## src/rtl/fifo_ctrl_ratio.sv

```systemverilog
// ============================================================================
//  Module   : fifo_ctrl_ratio
//  Brief    : FIFO pointer/count controller; each write pushes RATIO words,
//             each read pops one. Optional sticky error flags are compiled in
//             with macro FIFO_CTRL_ERR_FLAGS_EN.
//  Revision : 1.0 - initial release
// ============================================================================
`default_nettype none

module fifo_ctrl_ratio #(
    parameter int ADDR_WIDTH = 4,
    parameter int RATIO_LOG2 = 1,
    parameter int AF_LEVEL   = (1 << ADDR_WIDTH) - (1 << RATIO_LOG2)
) (
    input  logic                  clk,
    input  logic                  reset,
    input  logic                  rd,
    input  logic                  wr,
    output logic                  rd_accept,
    output logic                  wr_accept,
    output logic [ADDR_WIDTH-1:0] w_addr,
    output logic [ADDR_WIDTH-1:0] r_addr,
    output logic [ADDR_WIDTH:0]   count,
    output logic                  empty,
    output logic                  full,
    output logic                  can_write,
    output logic                  almost_full,
    output logic                  overflow,
    output logic                  underflow
);

    localparam int DEPTH = 1 << ADDR_WIDTH;
    localparam int RATIO = 1 << RATIO_LOG2;

    localparam logic [ADDR_WIDTH:0]   DEPTH_C  = (ADDR_WIDTH+1)'(DEPTH);
    localparam logic [ADDR_WIDTH:0]   RATIO_C  = (ADDR_WIDTH+1)'(RATIO);
    localparam logic [ADDR_WIDTH:0]   AF_C     = (ADDR_WIDTH+1)'(AF_LEVEL);
    localparam logic [ADDR_WIDTH-1:0] PTR_STEP = ADDR_WIDTH'(RATIO);
    localparam logic [ADDR_WIDTH-1:0] PTR_ONE  = ADDR_WIDTH'(1);

    logic [ADDR_WIDTH-1:0] wr_ptr;
    logic [ADDR_WIDTH-1:0] rd_ptr;
    logic [ADDR_WIDTH:0]   count_q;
    logic [ADDR_WIDTH:0]   count_next;

    assign empty       = (count_q == '0);
    assign full        = (count_q == DEPTH_C);
    assign can_write   = ((DEPTH_C - count_q) >= RATIO_C);
    assign almost_full = (count_q >= AF_C);

    // Acceptance looks only at the registered count: a same-cycle pop never
    // frees room for the push, and a same-cycle push never feeds the pop.
    assign wr_accept = reset & wr & can_write;
    assign rd_accept = reset & rd & ~empty;

    assign count_next = count_q
                      + (wr_accept ? RATIO_C : '0)
                      - {{ADDR_WIDTH{1'b0}}, rd_accept};

    always_ff @(posedge clk or negedge reset) begin
        if (!reset) begin
            wr_ptr  <= '0;
            rd_ptr  <= '0;
            count_q <= '0;
        end else begin
            if (wr_accept) wr_ptr <= wr_ptr + PTR_STEP;
            if (rd_accept) rd_ptr <= rd_ptr + PTR_ONE;
            count_q <= count_next;
        end
    end

    assign w_addr = wr_ptr;
    assign r_addr = rd_ptr;
    assign count  = count_q;

`ifdef FIFO_CTRL_ERR_FLAGS_EN
    logic overflow_q;
    logic underflow_q;

    always_ff @(posedge clk or negedge reset) begin
        if (!reset) begin
            overflow_q  <= 1'b0;
            underflow_q <= 1'b0;
        end else begin
            if (wr & ~can_write) overflow_q  <= 1'b1;
            if (rd & empty)      underflow_q <= 1'b1;
        end
    end

    assign overflow  = overflow_q;
    assign underflow = underflow_q;
`else
    assign overflow  = 1'b0;
    assign underflow = 1'b0;
`endif

endmodule

`default_nettype wire

```

## config.mk

```make
export PLATFORM = sky130hd
export DESIGN_NAME = fifo_ctrl_ratio
export DESIGN_NICKNAME = d
export VERILOG_FILES = /design/src/rtl/fifo_ctrl_ratio.sv
export SDC_FILE = /design/constraint.sdc
export NUM_CORES = 1
export LEC_CHECK = 0
export CAP_MARGIN = 10
export CELL_PAD_IN_SITES_DETAIL_PLACEMENT = 2
export CELL_PAD_IN_SITES_GLOBAL_PLACEMENT = 2
export CORE_MARGIN = 5
export CORE_UTILIZATION = 26
export CTS_BUF_LIST = sky130_fd_sc_hd__clkbuf_4
export DETAILED_ROUTE_END_ITERATION = 6
export GPL_TIMING_DRIVEN = 1
export PLACE_DENSITY = 0.88
export RECOVER_POWER = 25
export SLEW_MARGIN = 20
export SYNTH_ARGS = -nofsm -noshare
export SYNTH_HDL_FRONTEND = slang
export SYNTH_SLANG_ARGS = --single-unit
```

## constraint.sdc

```tcl
create_clock -name clk -period 2.5 [get_ports clk]
set_input_delay 0.5 -clock clk [delete_from_list [all_inputs] [get_ports clk]]
set_output_delay 0.5 -clock clk [all_outputs]
set_load 0.005 [all_outputs]
```

# After elaboration in Yosys (flattened, before gate mapping)
# Cells that the tools add are included.
[word_totals]
reg_bits = 13
out_inout_bits = 21
word_cells = 18
in_bits = 4
[classes]
n_eq_ne = 1
n_addsub = 5
n_mux = 1
bitwise = 5
n_reduce_logical = 1
magnitude_cmp = 2
[op_table]
columns = ["operator", "count"]
rows = [
  ["5-bit by 2-bit adder with 5-bit output", 1],
  ["5-bit equality test (second input constant)", 1],
  ["5-bit by 2-bit >= comparator with 1-bit output (second input constant)", 1],
  ["5-bit by 4-bit >= comparator with 1-bit output (second input constant)", 1],
  ["5-bit zero test", 1],
  ["5-bit by 1-bit subtractor with 5-bit output", 1],
  ["5-bit subtractor (first input constant)", 1],
  ["4-bit by 1-bit adder with 4-bit output (second input constant)", 1],
  ["4-bit by 2-bit adder with 4-bit output (second input constant)", 1],
  ["1-bit AND", 4],
  ["2-bit 2-to-1 mux", 1],
  ["1-bit inverter", 1],
]

# Longest topological paths before layout
# Gate-level depths: netlist of run 1.
[depth]
word_depth = 6
mapped_depth = 13
depth_no_buf = 13

# Least setup slack after synthesis of run 1
# No wires, ideal clock.
[synth_path]
path_kind = "register to register"
from = "register count_q[2] (netlist: count[2])"
to = "register count_q[3] (netlist: count[3])"
path_buffers = 0
required_time_ns = 2.377
stages_incl_launch_ff = 13
setup_ns = 0.123
synth_period_minus_slack_ns = 2.679
path_slack_ns = -0.179
arrival_time_ns = 2.557
path_cell_list = "dfrtp_1 > inv_1 > ha_1 > and2_1 > ha_1 > o2111ai_2 > nand3_2 > ha_1 > inv_1 > ha_1 > inv_1 > fa_1 > xor2_1"
[synth_via]
elab_chain_cells = 6
elab_cells_between_ends = 9
classes_between = "add/sub: 3; order compare: 1; mux: 1; bitwise: 3; reduce/logical: 1"
[synth_lines]
columns = ["item", "line_no", "rtl"]
rows = [
  ["start: declaration", "43", "logic [ADDR_WIDTH:0] count_q;"],
  ["start signal: assignment", "68", "count_q <= count_next;"],
  ["5-bit subtractor", "48", "assign can_write = ((DEPTH_C - count_q) >= RATIO_C);"],
  ["5-bit by 2-bit >= comparator with 1-bit output", "48", ""],
  ["net can_write", "26", "output logic can_write,"],
  ["1-bit AND", "53", "assign wr_accept = reset & wr & can_write;"],
  ["2-bit 2-to-1 mux", "57", "+ (wr_accept ? RATIO_C : '0)"],
  ["5-bit by 2-bit adder with 5-bit output", "57", ""],
  ["5-bit by 1-bit subtractor with 5-bit output", "58", "- {{ADDR_WIDTH{1'b0}}, rd_accept};"],
  ["net count_next[3]", "44", "logic [ADDR_WIDTH:0] count_next;"],
]
# The timed path passes the listed nets, and every way through them passes these cells.
# A chain may end at the register's enable or synchronous reset.

# Worst setup path in the final report of run 1
[layout_path]
from = "register count_q[3] (netlist: count[3])"
to = "register count_q[2] (netlist: count[2])"
[layout_via]
elab_chain_cells = 6
elab_cells_between_ends = 9
classes_between = "add/sub: 3; order compare: 1; mux: 1; bitwise: 3; reduce/logical: 1"
[layout_lines]
columns = ["item", "line_no"]
rows = [
  ["5-bit subtractor", "48"],
  ["5-bit by 2-bit >= comparator with 1-bit output", "48"],
  ["1-bit AND", "53"],
  ["2-bit 2-to-1 mux", "57"],
  ["5-bit by 2-bit adder with 5-bit output", "57"],
  ["5-bit by 1-bit subtractor with 5-bit output *", "58"],
  ["net count_next[2]", "44"],
]
# Mark *: on every way through the listed nets, which the timed path passes. The rest lies on a longest branch.

==> reports/metrics.cfg, run 1 <==
[grt]
grt_max_degree = 12
grt_use_total_pct = 12.69
grt_pass1_wl_um = 3926
grt_overflow = 0
antenna_found_initial = 0
grt_pass1_vias = 755

[route]
vias_per_cell = 4.483
wire_per_inst_um = 17.97
drt-total-wl_um = 2570
drt_pass1_iterations = 4
post-route-drc-count = 0
ant_nets = 0
vias = 641
drt-initial-drc-count = 11

[clock_tree]
cts_tree = yes
htreeDepth = 1
clock_latency_ps = 280
cts-buffers-inserted = 3
ctsRootBufferMaster = clkbuf_4
max-clock-path-buffers = 2
clock-sinks = 12
clk_pin_slew_ps = 90

[finish]
n_antenna_cell = 0
final_area_mm2 = 0.001257
syn_to_final_growth_pct = 64.75
instances_no_fill = 143
fin_nets = 132
drive_gt1_share_pct = 35.71

[critical_path]
cp-end-kind = flop
arrival_ps = 2670
worstSetupPathType = flop to flop
startpoint_type = flop
cp.required_ps = 2690
cp_max_fo = 3

[floorplanning]
dieArea_mm2 = 0.004119
die_x_um = 64.18
die_h_um = 64.18
initial_core_util_pct = 27.44
core_area_mm2 = 0.002781
num_rows = 19
num_io_pins = 25

[synthesis]
syn_avg_cell_area_um2 = 10.90
yosys-top-cells-area = dfrtp_1 39%, ha_1 23%, inv_1 5.9%
yosysSeqAreaShare_pct = 39.34
ys_types = 20
synthCells = 70
yosys-top-cells-count = 14 x ha_1, 12 x dfrtp_1, 12 x inv_1
ys_warn_count = 0
ys_ff_latch = 12
synth_edf_count = 0
yosys.area.top_type = dfrtp_1
async_flop_share_pct = 100.0
syn-cell-area_um2 = 763.2
synth_top_flop_cell = dfrtp_1
yosysMostFrequentCell = ha_1
netlist.area_leader.share_pct = 39.34

[power]
power.internal_mw = 1.060
vdd_drop_max_mv = 0.5832
power.leakage_nw = 0.5761
clockPowerShare_pct = 7.5
p_switching_mw = 0.7076
switching_share_pct = 40.04
share_seq_of_total_power_pct = 22.8
pwr-share-comb_pct = 69.7
powerDensity_mw_per_mm2 = 1405

[timing]
slew_headroom_pct = 56.51
rsz0062_at_grt = yes
setup_tns_ps = 0
slew_violations = 0
setup_viol = 0
worst_slew_pin_slew_ps = 652.4
period_needed_ps = 2485
layout_setup_ws_ps = 15.13
fmax_mhz = 402.4
final.period_utilization_pct = 99.39
clock_skew_ps = 10.31
finalHoldViolations = 0

[hold_path]
hold_path.class = flop to flop

[job]
drv_cap = 0

[placement]
place_ws_ps = -107.5
hpwlAfterDp_um = 1838
io_buffers = 21
gp_congestion = 0.7039
numPlacedInstances = 130
dpl_cell_area_mm2 = 0.001084

[outcome]
status = finished, final reports clean

-- critical path, cell delays in order, from the launching register on --
cell and delay (ps):
dfrtp_1 390, inv_1 140, ha_4 160, and2_4 160, ha_4 210, o2111ai_4 80, nand3_2 130, buf_6 150
ha_4 210, inv_2 60, ha_4 130, inv_2 30, fa_2 520, inv_2 40
-- stage by stage --
stage / hold WS [ps] / power [mW] / utilization (%)
after floorplan: 204.4 / 0.8549 / -
after global placement: 462.5 / 1.265 / 38.96
after detailed placement: 476.0 / 1.368 / 38.96
after CTS: 501.6 / 1.660 / 43.41
after global routing: 488.7 / 1.925 / 45.21
final: 470.5 / 1.767 / 45.21
-- flip-flops by register name, summed over array words and instances (netlist names) --
| signal | cells |
|---|---|
| w_addr | 3 |
| r_addr | 4 |
| count | 5 |
-- layout by cell type (no fill, tap or decap), drive strengths merged --
master and instances:
conb 3, fa 1, xnor2 5, xor2 3, nor4 1, clkbuf 6
o2111ai 1, mux2 2, clkdlybuf4s50 18, dfrtp 12, clkinv 1, o31a 1
inv 12, nand4 2, dlymetal6s2s 1, dlygate4sd3 1, ha 14, a21oi 2
nand2 3, buf 16, nand3 2, nor2 4, and2 1
-- final timing paths --
kind	to	depth (start not counted)	startpoint	slack, ps
worst max register to register	count[2]	13	count[3]	20
worst min register to register	w_addr[3]	1	w_addr[3]	470
worst max-delay path	count[2]	13	count[3]	20
min in group asynchronous	count[3]	2	reset	700
max in group asynchronous	count[2]	2	reset	1130
worst min-delay path	w_addr[3]	1	w_addr[3]	470
-- power by group through the flow --
stage	clock network, mW	registers (mW)	logic, mW
after floorplan	0	0.425	0.430
after detailed placement	0	0.404	0.964
after global routing	0.150	0.418	1.36
after CTS	0.139	0.403	1.12
final	0.133	0.403	1.23
after global placement	0	0.392	0.873
-- per-layer routing --
metal	up-vias	share of wire (%)	GRT usage (%)
li1	303	-	-
met1	317	40	14.44
met4	0	1.9	7.888
met3	4	3.5	3.152
met2	17	54	21.11
met5	-	0	0
-- logic make-up (layout without fill, tap and decap cells) --
logic type | count (synthesis) | in the layout | synth area share, %
DFF | 12 | 12 | 39.34
AOI/OAI and AO/OA | 4 | 4 | 4.426
buffers and inverters | 15 | 55 | 8.852
other | 1 | 3 | 0.4913
and+or+nand+nor | 13 | 13 | 8.688
xor gates and xnor gates | 8 | 8 | 9.181
muxes | 2 | 2 | 3.442
adders and majority gates | 15 | 15 | 25.57
-- cell type report --
cell class	instances	area [um2]
flip-flops and latches	12	301.5
inverters	12	45.04
well taps	31	38.79
fillers	290	1524
clock inverters	1	3.754
repair buffers	39	350.3
multi-input cells	45	495.5
clock buffers	3	22.52
-- timing repair --
action / CTS / global route
gates resized for setup: 17 / 7
hold buffers: 0 / 0
buffers inserted: 4 / 5
setup endpoints to repair: 6 / 6
pin swaps: 4 / 5
cloned: 0 / 0
(Power assumes the default switching activity.)
==> run 2: changes to the inputs <==
- CORE_MARGIN: 5 -> 2
- CORE_UTILIZATION: 26 -> 30
- PLACE_DENSITY: 0.88 -> 0.95
- clock period: 2.5 -> 3 ns (I/O delays scaled with it)
==> reports/metrics.cfg, run 2 (synthesis gave the netlist of run 1 again) <==
[critical_path]
cp.required_ps = 2400
cp-end-kind = output pin
r2r_end = count[3]
arrival_ps = 2240
path_cells = inv_1 > ha_1 > and2_4 > ha_1 > o2111ai_2 > nand3_2 > inv_1 > clkdlybuf4s50_1
worstSetupPathType = flop to output pin
r2r_start = count[1]
max_stage_delay_ps = 490
reg2reg_depth = 13
cp_max_fo = 3
reg2reg_setup_slack_ps = 190
startpoint_type = flop
cp_slowest_cell = clkdlybuf4s50_1

[grt]
grt_use_total_pct = 15.26
grt_pass1_vias = 637
antenna_found_initial = 0
grt_max_degree = 11
grt_pass1_wl_um = 3146
grt_overflow = 0

[timing]
slew_violations = 0
finalHoldViolations = 0
setup_tns_ps = 0
worst_slew_pin_slew_ps = 552.1
rsz0062_at_grt = no
setup_viol = 0
final.period_utilization_pct = 94.61
fmax_mhz = 352.3
period_needed_ps = 2838
clock_skew_ps = 2.121
slew_headroom_pct = 63.20

[finish]
syn_to_final_growth_pct = 40.00
n_antenna_cell = 0
fin_nets = 120
final_cell_mix = 20 x clkdlybuf4s50_1, 14 x ha_1, 12 x inv_1
utilization_pct = 43.53
largest_reg_flops = 5
final_common_cell = clkdlybuf4s50_1
drive_gt1_share_pct = 15.00
fillers = 271

[clock_tree]
ctsRootBufferMaster = clkbuf_4
cts_tree = yes
clk_pin_slew_ps = 90
cts-buffers-inserted = 3
clock-sinks = 12
max-clock-path-buffers = 2
htreeDepth = 1
clock_latency_ps = 270

[floorplanning]
die_h_um = 54.44
core_area_mm2 = 0.002455
num_rows = 18
dieArea_mm2 = 0.002964
die_x_um = 54.44
initial_core_util_pct = 31.09
num_io_pins = 25

[placement]
io_buffers = 21
gp_congestion = 0.6922
hpwlAfterDp_um = 1604

[route]
vias = 580
vias_per_cell = 4.462
wire_per_inst_um = 15.94
drt_pass1_iterations = 1
ant_nets = 0
drt-initial-drc-count = 0
post-route-drc-count = 0
drt-total-wl_um = 2072

[hold_path]
hp-start = w_addr[3]
hold_path.class = flop to flop
hold_depth = 1
worst_hold_path.endpoint = w_addr[3]

[job]
drv_cap = 0

[power]
powerDensity_mw_per_mm2 = 1112
power.leakage_nw = 0.5200
vdd_drop_max_mv = 0.4144

[outcome]
status = finished, final reports clean

-- run 2: metrics by stage --
stage	hold WS [ps]	total power [mW]	cell area, um2	std cells	worst slack, ps
finish	487.0	1.189	1069	130	161.7
global route	506.5	1.311	1069	130	19.43
CTS	493.5	1.185	1054	128	58.29
detailed placement	478.1	1.058	1018	123	162.0
global placement	462.3	0.9971	1018	123	288.8
floorplan	304.4	0.6937	770.7	72	320.7
-- run 2: cell type report --
class	instances	area [um2]	share of cell area, %
inverters	12	45.04	4.215
clock inverters	1	3.754	0.3513
clock buffers	3	22.52	2.108
flip-flops and latches	12	302.8	28.34
well taps	30	37.54	3.513
multi-input cells	45	405.4	37.94
repair buffers	27	251.5	23.54
-- run 2: worst max path at each step --
stage	start	end	slack (ps)	cells after the start
3_3_place_gp	count[1]	count[3]	290	12
3_5_place_dp	count[1]	count[3]	160	12
6_report	count[1]	wr_accept	160	8
5_1_grt	count[1]	wr_accept	20	8
2_1_floorplan	count[2]	count[3]	320	12
4_1_cts	count[0]	wr_accept	60	8
-- run 2: per-layer routing --
layer  routed length, um  track usage [%]  vias up  part of all wire, %
met5                   0                0        -                    0
met4                  19            6.250        0                 0.92
met2                1202            28.31       13                   58
met3                  54            2.186        2                  2.6
li1                    -                -      277                    -
met1                 796            17.22      288                   38
-- run 2: critical path, delay by kind of cell (launching register included) --
kind	cells	cell delay [ps]
AO/OA/AOI/OAI	1	130
adder cells (fa/ha/maj)	2	450
buffers and inverters	3	680
flip-flops	1	410
AND/OR/NAND/NOR	2	280
-- run 2: what timing repair did --
item / in CTS / in global routing
endpoints found under the hold margin: 0 / 0
hold buffers: 0 / 0
endpoints found under the setup margin: 1 / 3
resized for setup: 1 / 2
setup buffers: 1 / 2
gates cloned: 0 / 0
pin swaps: 1 / 0
-- run 2: report_power, final --
group          internal, mW  leakage [nW]  switching, mW
Clock                0.0481        0.0154         0.0621
Sequential            0.255         0.139         0.0819
Combinational         0.414         0.366          0.327
==> run 3: changes to the inputs <==
- TNS_END_PERCENT: default -> 50
==> results of run 3 <==
Same layout as run 2: the final DEF is identical, and so are final timing and power.
